File: src/rtl/rl_ram_1r1w_rdport.sv
// Read-port controller for a 1R1W RAM with one-cycle read latency: in-order responses
// through a 2-entry buffer, with write-first merge of a write colliding in the issue cycle.
module rl_ram_1r1w_rdport #(
   parameter int ABITS = 10,
   parameter int DBITS = 32
) (
   input  logic                     clk_i,
   input  logic                     rst_i,
   input  logic [ABITS-1:0]         req_addr_i,
   input  logic                     req_valid_i,
   output logic                     req_ready_o,
   output logic [DBITS-1:0]         rsp_data_o,
   output logic                     rsp_valid_o,
   input  logic                     rsp_ready_i,
   output logic [ABITS-1:0]         ram_raddr_o,
   output logic                     ram_re_o,
   input  logic [DBITS-1:0]         ram_dout_i,
   input  logic [ABITS-1:0]         wr_addr_i,
   input  logic [DBITS-1:0]         wr_din_i,
   input  logic                     wr_we_i,
   input  logic [(DBITS+7)/8-1:0]   wr_be_i
);
   localparam int NB = (DBITS + 7) / 8;

   logic             r_inflight;
   logic [1:0]       r_count;
   logic             r_wptr;
   logic             r_rptr;
   logic [NB-1:0]    r_mask;
   logic [DBITS-1:0] r_mdat;
   logic [DBITS-1:0] r_buf [2];

   logic             w_fire;
   logic             w_pop;
   logic             w_room;
   logic             w_hit;
   logic [DBITS-1:0] w_ret;

   // Occupancy counts the read in flight so the buffer can never overflow.
   assign w_room      = (({1'b0, r_count} + {2'b00, r_inflight}) < 3'd2);
   assign rsp_valid_o = ~rst_i & (r_count != 2'd0);
   assign w_pop       = rsp_valid_o & rsp_ready_i;
   assign req_ready_o = ~rst_i & (w_room | w_pop);
   assign w_fire      = req_valid_i & req_ready_o;
   assign ram_re_o    = w_fire;
   assign ram_raddr_o = req_addr_i;
   assign rsp_data_o  = r_buf[r_rptr];
   assign w_hit       = w_fire & wr_we_i & (wr_addr_i == req_addr_i);

   always_comb begin
      w_ret = ram_dout_i;
      for (int b = 0; b < DBITS; b++) begin
         if (r_mask[b / 8]) begin
            w_ret[b] = r_mdat[b];
         end
      end
   end

   always_ff @(posedge clk_i) begin
      if (rst_i) begin
         r_inflight <= 1'b0;
         r_count    <= 2'd0;
         r_wptr     <= 1'b0;
         r_rptr     <= 1'b0;
         r_mask     <= '0;
         r_mdat     <= '0;
         r_buf[0]   <= '0;
         r_buf[1]   <= '0;
      end else begin
         r_inflight <= w_fire;
         if (w_hit) begin
            r_mask <= wr_be_i;
            r_mdat <= wr_din_i;
         end else begin
            r_mask <= '0;
         end
         if (r_inflight) begin
            r_buf[r_wptr] <= w_ret;
            r_wptr        <= ~r_wptr;
         end
         if (w_pop) begin
            r_rptr <= ~r_rptr;
         end
         case ({r_inflight, w_pop})
            2'b10:   r_count <= r_count + 2'd1;
            2'b01:   r_count <= r_count - 2'd1;
            default: r_count <= r_count;
         endcase
      end
   end
endmodule
File: config.mk
export PLATFORM = sky130hd
export DESIGN_NAME = rl_ram_1r1w_rdport
export DESIGN_NICKNAME = d
export VERILOG_FILES = /design/src/rtl/rl_ram_1r1w_rdport.sv
export SDC_FILE = /design/constraint.sdc
export NUM_CORES = 1
export LEC_CHECK = 0
export ABC_CLOCK_PERIOD_IN_PS = 5600
export CORE_ASPECT_RATIO = 1.4
export CORE_MARGIN = 2
export CORE_UTILIZATION = 25
export DETAILED_ROUTE_END_ITERATION = 16
export GPL_TIMING_DRIVEN = 1
export PLACE_DENSITY_LB_ADDON = 0.1
export SLEW_MARGIN = 20
export SYNTH_ARGS = -nofsm -noshare
export SYNTH_HDL_FRONTEND = slang
export SYNTH_SLANG_ARGS = --single-unit
File: constraint.sdc
create_clock -name clk_i -period 5.6 [get_ports clk_i]
set_clock_uncertainty 0.05 [all_clocks]
set_input_delay 1.12 -clock clk_i [delete_from_list [all_inputs] [get_ports clk_i]]
set_output_delay 1.12 -clock clk_i [all_outputs]
set_load 0.02 [all_outputs]
# ---- Yosys cells after proc, flatten, opt, wreduce, memory -nomap -nowiden
# Memory sizes are Yosys's and may differ from the RTL's. A register that Yosys moved wholly into a read port is not among the register bits.
# Index checks and enable logic that the tools add are counted.
dict set report word_totals {
  memories 1
  inputBits 93
  ram_bits 64
  regBits 41
  output_inout_bits 45
  word_cells 72
}
dict set report op_classes {
  add_sub_neg 3
  muxes 43
  n_lt_le_gt_ge 1
  bitwise 11
  reduce_logical 4
  n_eq_ne 3
}
# name words width read_ports rd_clocked_by_memory_dff write_ports line
set memory_table {}
lappend memory_table {r_buf 2 32 1 1 2 31} ;# logic [DBITS-1:0] r_buf [2];
# op count
set ops {}
lappend ops {{$mux W1} 41}
lappend ops {{$mux W32} 1}
lappend ops {{$reduce_or A32 Y1} 1}
lappend ops {{$eq A10 B10 Y1} 1}
lappend ops {{$and A1 B1 Y1} 6}
lappend ops {{$not A1 Y1} 4}
lappend ops {{$pmux W2 S2} 1}
lappend ops {{$reduce_bool A2 Y1} 2}
lappend ops {{$add A2 B1 Y3} 1}
lappend ops {{$lt A3 B2 Y1 const B} 1}
lappend ops {{$add A2 B1 Y2 const B} 1}
lappend ops {{$eq A2 B1 Y1 const B} 1}
lappend ops {{$eq A2 B2 Y1 const B} 1}
lappend ops {{$reduce_or A2 Y1} 1}
lappend ops {{$sub A2 B1 Y2 const B} 1}
lappend ops {{$or A1 B1 Y1} 1}

# ---- Logic depth before layout (Yosys ltp)
# Gate-level depths: netlist of run 1.
dict set report depth {
  depth_word 10
  depth_mapped 7
  mapped_depth_nobuf 6
}

# ---- Worst setup path after synthesis of run 1
# Ideal clock, no wire load.
dict set report synth_timing {
  path_type {register to register}
  startpoint {register r_inflight}
  endpoint {memory r_buf[0][0] (enable)}
  setup_slack_ns 2.341
  t_arrival_ns 2.744
  setup_ns 0.466
  t_required_ns 5.084
  period_less_slack_ns 3.259
  path_buffers 0
  stages_incl_launch_ff 3
  cell_sequence {dfxtp_1 inv_1 o21ai_0}
}
# item line
set synth_lines {}
lappend synth_lines {{start, declared} 25} ;# logic r_inflight;
lappend synth_lines {{start signal, assigned} 70} ;# r_inflight <= w_fire;
lappend synth_lines {{end, declared} 31}

# ---- Worst setup path in the final report of run 1
dict set report layout_timing {
  startpoint {input port rst_i}
  endpoint {output port rsp_valid_o}
}
dict set report layout_via {
  elab_chain_cells 2
}
# item line
set layout_lines {}
lappend layout_lines {{start, declared} 8} ;# input logic rst_i,
lappend layout_lines {{$not A1 Y1} 41} ;# assign rsp_valid_o = ~rst_i & (r_count != 2'd0);
lappend layout_lines {{$and A1 B1 Y1} 41}
lappend layout_lines {{end, declared} 13} ;# output logic rsp_valid_o,
# No other way between the ends.

==> results of run 1 <==
==> per-layer routing <==
layer / routed length (um) / up-vias / global-route usage
li1: - / 1640 / -
met1: 4840 / 1531 / 0.132
met2: 6180 / 97 / 0.217
met3: 711 / 9 / 0.0327
met4: 164 / 0 / 0.0420
met5: 0 / - / 0
==> final cells by class <==
cell class,instances,share of cell area
Sequential cell,106,0.415
Multi-Input combinational cell,269,0.274
Timing Repair Buffer,142,0.214
Tap cell,248,0.0465
Clock buffer,9,0.0338
Clock inverter,7,0.0141
Inverter,4,0.00263
==> metrics by stage <==
stage	hold WS (ns)	instances	setup slack (ns)	area, um2	total power, mW
after floorplan	0.384	415	2.34	4830	1.03
after global placement	0.393	768	1.59	6320	1.18
after detailed placement	0.398	769	1.58	6350	1.18
after CTS	0.410	785	1.75	6670	1.87
after global routing	0.425	785	1.67	6670	1.92
final	0.406	785	1.75	6670	1.84
==> sequential cells by signal (all words and copies together) (netlist names), named ones only <==
register / count
r_buf: 64
r_mdat: 32
r_mask: 4
r_count: 2
r_inflight: 1
r_rptr: 1
r_wptr: 1
==> power breakdown <==
| group | internal (mW) | switching [mW] | total, mW |
|---|---|---|---|
| clock | 0.392 | 0.288 | 0.680 |
| sequential | 0.860 | 0.0182 | 0.878 |
| combinational | 0.154 | 0.127 | 0.281 |
==> cell usage after synthesis, types with 2 or more instances <==
cell            number
and2_1               5
buf_1                3
buf_4               10
buf_6                6
clkbuf_1            12
dfxtp_1             42
dlygate4sd1_1        2
dlymetal6s2s_1       2
edfxtp_1            64
inv_1                3
mux2_2              32
mux2i_1             64
nand2_1             65
nand3_1              2
nand4_1              5
nor2_1              70
o21ai_0              2
or3_1                2
xnor2_1             13
==> path summary, 6_finish.rpt <==
check                           startpoint           to  slack [ns]  cells past startpoint
worst min-delay path            r_mdat[28]   r_mdat[28]        0.41                      2
worst min register to register  r_mdat[28]   r_mdat[28]        0.41                      2
worst max-delay path                 rst_i  rsp_valid_o        1.75                      3
worst max register to register  r_inflight   r_mdat[21]        3.68                      5
==> logic make-up after synthesis <==
kind of cell	after synthesis	synth area share
flops	106	0.571
mux	96	0.207
simple gates	152	0.129
fa+ha+maj	1	0.00259
compound gates	6	0.00957
xor+xnor	14	0.0254
buf+inv	40	0.0546
==> worst register-to-register path, stage by stage, from the launching register on <==
cell and delay (ns):
dfxtp_1 0.36, a21oi_2 0.19, o211ai_2 0.14, nor4_4 0.28
buf_4 0.56, mux2i_1 0.27
==> key figures, run 1 <==
Outcome
  • Status: completed

Clock tree
  • TritonCTS Buffers: 9
  • CTS H-tree depth: 3
  • Root Driver: clkbuf_16
  • Clock Latency Late Sink: 0.35 ns
  • Clock-pin slew on the worst setup and hold paths: 0.07 ns
  • CTS tree: built
  • Post-CTS Setup Inserts: 0
  • Clock Tree Buf Depth: 2
  • Clock sink count: 106
  • Post-cts gate resize count: 0
  • CTS Hold Buffers Added: 0

STA
  • Max_slew headroom: 0.438
  • Hold Vio Cnt, Final: 0
  • RSZ-0062 raised after global routing: false
  • Tcrit/Tclk final: 0.688
  • Setup-failing EPs final: 0
  • Worst-margin pin slew: 0.844 ns
  • Fmax achieved: 260 MHz
  • Setup TNS: 0 ns
  • Min cycle time layout: 3.85 ns
  • Pins over their slew limit: 0

Synth
  • Synth Flop Type: edfxtp_1
  • Cells after synthesis: 415
  • Asr flop ratio synth: 0
  • Synth Area per Inst: 11.6 um2
  • Syn nets: 509
  • Post-synth EDFFs: 64
  • Synth warn: 0
  • Post-synth top area share: 0.398
  • Distinct cells, synth: 30
  • Post-synthesis sequential area ratio: 0.571
  • Synth top area cells: edfxtp_1, dfxtp_1, mux2i_1
  • Seq cells post-synth: 106
  • Largest area contributor in the netlist: edfxtp_1
  • Cell Area, Synth: 4830 um2

Critical path
  • Crit path max fanout: 10
  • Worst path most repeated cell: clkdlybuf4s50_1
  • Slowest cell delay on critical path: 0.61 ns
  • Worst path cell trace: clkdlybuf4s50_1 > o21ba_2 > clkdlybuf4s50_1
  • Critical Path Sink Type: primary output
  • Critical path arrival: 2.68 ns
  • CP required: 4.43 ns
  • Crit path kind: in2out
  • CP delay by family, top: buffers and inverters
  • Worst setup SP type: primary input
  • CP bufs+invs: 2
  • CP max-delay cell: clkdlybuf4s50_1

Global routing
  • First-pass GRT wire length: 18500 um
  • Grt ovf: 0
  • Largest net degree at the start of global routing: 68
  • Vias in the first global route: 3623
  • Initial antenna violation count: 0
  • Total track usage: 0.119

Route
  • TritonRoute pass-1 iters: 4
  • Wirelength per Cell: 15.2 um
  • DRC Markers: 0
  • DR vias/cell: 4.17
  • Routed Antenna Nets: 0
  • Initial DRC Count: 109
  • Total number of vias: 3277
  • DRT Wirelength: 11900 um

Die
  • Die Area: 20500 um2
  • Die span in y: 169 um
  • CORE AREA: 19100 um2
  • I/O pin count: 138
  • Die Span X: 122 um
  • Cell Rows: 60
  • Starting Density: 0.254

Cells and area
  • Layout cells sized above 1: 0.114
  • Layout Nets: 626
  • Layout Utilization: 0.350
  • Filler cell count: 1958
  • Commonest non-fill, non-tap cell in the layout: clkdlybuf4s50_1
  • Multi-input gate area in the final layout: 1830 um2
  • Layout area overhead: 37.9%
  • Register area: 2760 um2
  • Most frequent cells in the layout: clkdlybuf4s50_1, nor2_1, mux2i_1, nand2_1, edfxtp_1
  • Antenna cells: 0

Hold path
  • Worst Hold Class: reg2reg

Flow run
  • Max-cap violations: 0

Power and ir drop
  • Pleak: 2.29 nW
  • IR drop worst, VDD: 0.117 mV
  • Pwr Density: 276 nW/um2

Placement
  • Post-DP HPWL: 8150 um
  • RePlAce Congestion: 0.700
  • I/O Buffers: 137
Note: power is estimated with default switching activity, not from simulation.
==> run 2, diff against run 1 <==
Settings changed: ABC_CLOCK_PERIOD_IN_PS 5600 to 3170.
Clock period 5.6 ns to 3.17 ns, I/O delays scaled along.
==> run 2 against run 1 <==
  * Cell count is 0.64% higher
  * Non-clock buffer count is 5 higher
  * First-iteration DRC count is 62% higher
  * Count of clock-buffer cells in the layout is 3 higher
  * Sequential cell count stayed put
  * Power is 68% higher
  * Hold slack better by 0.0014 ns
  * Global-route usage is 0.17 points higher
  * Die area stayed put
  * Combinational power is 83% higher
  * Sequential power is 75% higher
==> key figures, run 2 (same netlist as run 1, synthesis figures left out) <==
Route
  • DRT Wirelength: 12200 um (was 11900 um)
  • Routed Antenna Nets: 0 (unchanged)
  • Initial DRC Count: 177 (was 109)
  • Wirelength per Cell: 15.4 um (was 15.2 um)
  • TritonRoute pass-1 iters: 4 (unchanged)
  • Total number of vias: 3364 (was 3277)
  • DR vias/cell: 4.26 (was 4.17)
  • DRC Markers: 0 (unchanged)

Critical path
  • Slowest cell delay on critical path: 0.60 ns (was 0.61 ns)
  • Critical Path Sink Type: primary output (unchanged)
  • R2r worst-path depth: 5 (unchanged)
  • CP required: 2.49 ns (was 4.43 ns)
  • Crit path kind: in2out (unchanged)
  • Launch point of the worst path: rst_i (unchanged)
  • FF-to-FF Start: r_count[0] (was r_inflight)
  • Worst setup SP type: primary input (unchanged)
  • Crit path max fanout: 10 (unchanged)
  • CP max-delay cell: clkdlybuf4s50_1 (unchanged)
  • Critical path arrival: 2.18 ns (was 2.68 ns)
  • Worst path cell trace: clkdlybuf4s50_1 > o21ba_2 > clkdlybuf4s50_1 (unchanged)
  • Worst path most repeated cell: clkdlybuf4s50_1 (unchanged)

Cells and area
  • Most frequent cells in the layout: clkdlybuf4s50_1, nor2_1, mux2i_1, nand2_1, edfxtp_1 (unchanged)
  • Largest register by flop count: r_buf (unchanged)
  • Layout area overhead: 37.7% (was 37.9%)
  • Number of flip-flops in the largest register: 64 (unchanged)
  • Layout Nets: 631 (was 626)
  • Antenna cells: 0 (unchanged)
  • Commonest non-fill, non-tap cell in the layout: clkdlybuf4s50_1 (unchanged)
  • Layout cells sized above 1: 0.118 (was 0.114)
  • Biggest regs: r_buf (64), r_mdat (32), r_mask (4) (unchanged)

Clock tree
  • Clock sink count: 106 (unchanged)
  • TritonCTS Buffers: 9 (unchanged)
  • Post-CTS Setup Inserts: 0 (unchanged)
  • CTS tree: built (unchanged)
  • CTS Hold Buffers Added: 0 (unchanged)
  • Clock-pin slew on the worst setup and hold paths: 0.06 ns (was 0.07 ns)
  • CTS H-tree depth: 3 (unchanged)
  • Post-cts gate resize count: 0 (unchanged)
  • Root Driver: clkbuf_16 (unchanged)
  • Clock Tree Buf Depth: 2 (unchanged)
  • Clock Latency Late Sink: 0.34 ns (was 0.35 ns)

STA
  • Setup TNS: 0 ns (unchanged)
  • RSZ-0062 raised after global routing: false (unchanged)
  • Min cycle time layout: 2.86 ns
  • Setup-failing EPs final: 0 (unchanged)
  • Worst-margin pin slew: 0.547 ns (was 0.844 ns)
  • Max_slew headroom: 0.635 (was 0.438)
  • Final setup margin: 0.309 ns (was 1.75 ns)
  • Fmax achieved: 350 MHz
  • Hold Vio Cnt, Final: 0 (unchanged)
  • Pins over their slew limit: 0 (unchanged)
  • Tcrit/Tclk final: 0.903

Power and ir drop
  • IR drop worst, VDD: 0.227 mV (was 0.117 mV)
  • Power, Total: 3.09 mW (was 1.84 mW)
  • Pwr Density: 465 nW/um2 (was 276 nW/um2)
  • Pleak: 2.29 nW (about the same)

Placement
  • Place WS: 0.306 ns (was 1.58 ns)
  • I/O Buffers: 137 (unchanged)
  • RePlAce Congestion: 0.690 (was 0.700)
  • Post-DP HPWL: 8370 um (was 8150 um)

Die
  • I/O pin count: 138 (unchanged)
  • Cell Rows: 60 (unchanged)
  • Die Area: 20500 um2 (unchanged)
  • CORE AREA: 19100 um2 (unchanged)
  • Die Span X: 122 um (unchanged)
  • Die span in y: 169 um (unchanged)
  • Starting Density: 0.254 (unchanged)

Hold path
  • Worst Hold Class: reg2reg (unchanged)
  • Critical hold path startpoint: r_mdat[29] (was r_mdat[28])
  • Worst Hold Path Cells: 2 (unchanged)

Global routing
  • Vias in the first global route: 3677 (was 3623)
  • Grt ovf: 0 (unchanged)
  • First-pass GRT wire length: 18900 um (was 18500 um)
  • Largest net degree at the start of global routing: 36 (was 68)
  • Total track usage: 0.121 (was 0.119)
  • Initial antenna violation count: 0 (unchanged)

Outcome
  • Status: completed (unchanged)

Flow run
  • Max-cap violations: 0 (unchanged)
==> run 2: cell types whose count changed in the layout (fill, tap and decap cells not counted), sizes merged <==
cell / change
clkinv: -4
inv: +3
buf: +5
bufinv: -2
clkbuf: +3
==> run 2: where the power goes <==
| part | total [mW] | internal [mW] | switching (mW) |
|---|---|---|---|
| sequential | 1.54 | 1.52 | 0.0194 |
| combinational | 0.514 | 0.273 | 0.240 |
| clock | 1.04 | 0.540 | 0.501 |
| total | 3.09 | 2.33 | 0.760 |
==> run 2: cell type report <==
class | instances | area (um2)
Sequential cell | 106 | 2760
Fill cell | 1964 | 12400
Clock inverter | 4 | 28.8
Multi-Input combinational cell | 269 | 1830
Tap cell | 248 | 310
Inverter | 4 | 17.5
Clock buffer | 12 | 236
Timing Repair Buffer | 147 | 1470
==> run 2: through the flow <==
step                hold WS, ns  area, um2  cells  utilization
floorplan                 0.384       4830    415            -
global placement          0.391       6390    774        0.335
detailed placement        0.399       6390    774        0.335
CTS                       0.411       6660    790        0.349
global route              0.421       6660    790        0.349
finish                    0.408       6660    790        0.349
==> run 2: routing by layer <==
metal / GRT usage / wire length [um] / part of all wire
met5: 0 / 0 / 0
met4: 0.0375 / 168 / 0.014
met3: 0.0394 / 840 / 0.069
met2: 0.222 / 6350 / 0.52
met1: 0.130 / 4820 / 0.40
==> run 2: worst paths after layout <==
kind / to / slack, ns
worst min register to register: r_mdat[29] / 0.41
worst min-delay path: r_mdat[29] / 0.41
worst max register to register: r_count[1] / 1.42
worst max-delay path: rsp_valid_o / 0.31
==> run 2: critical path, delay by kind of cell <==
kind                   cells  cell delay [ns]
AO/OA/AOI/OAI              1             0.34
buffers and inverters      2             1.20
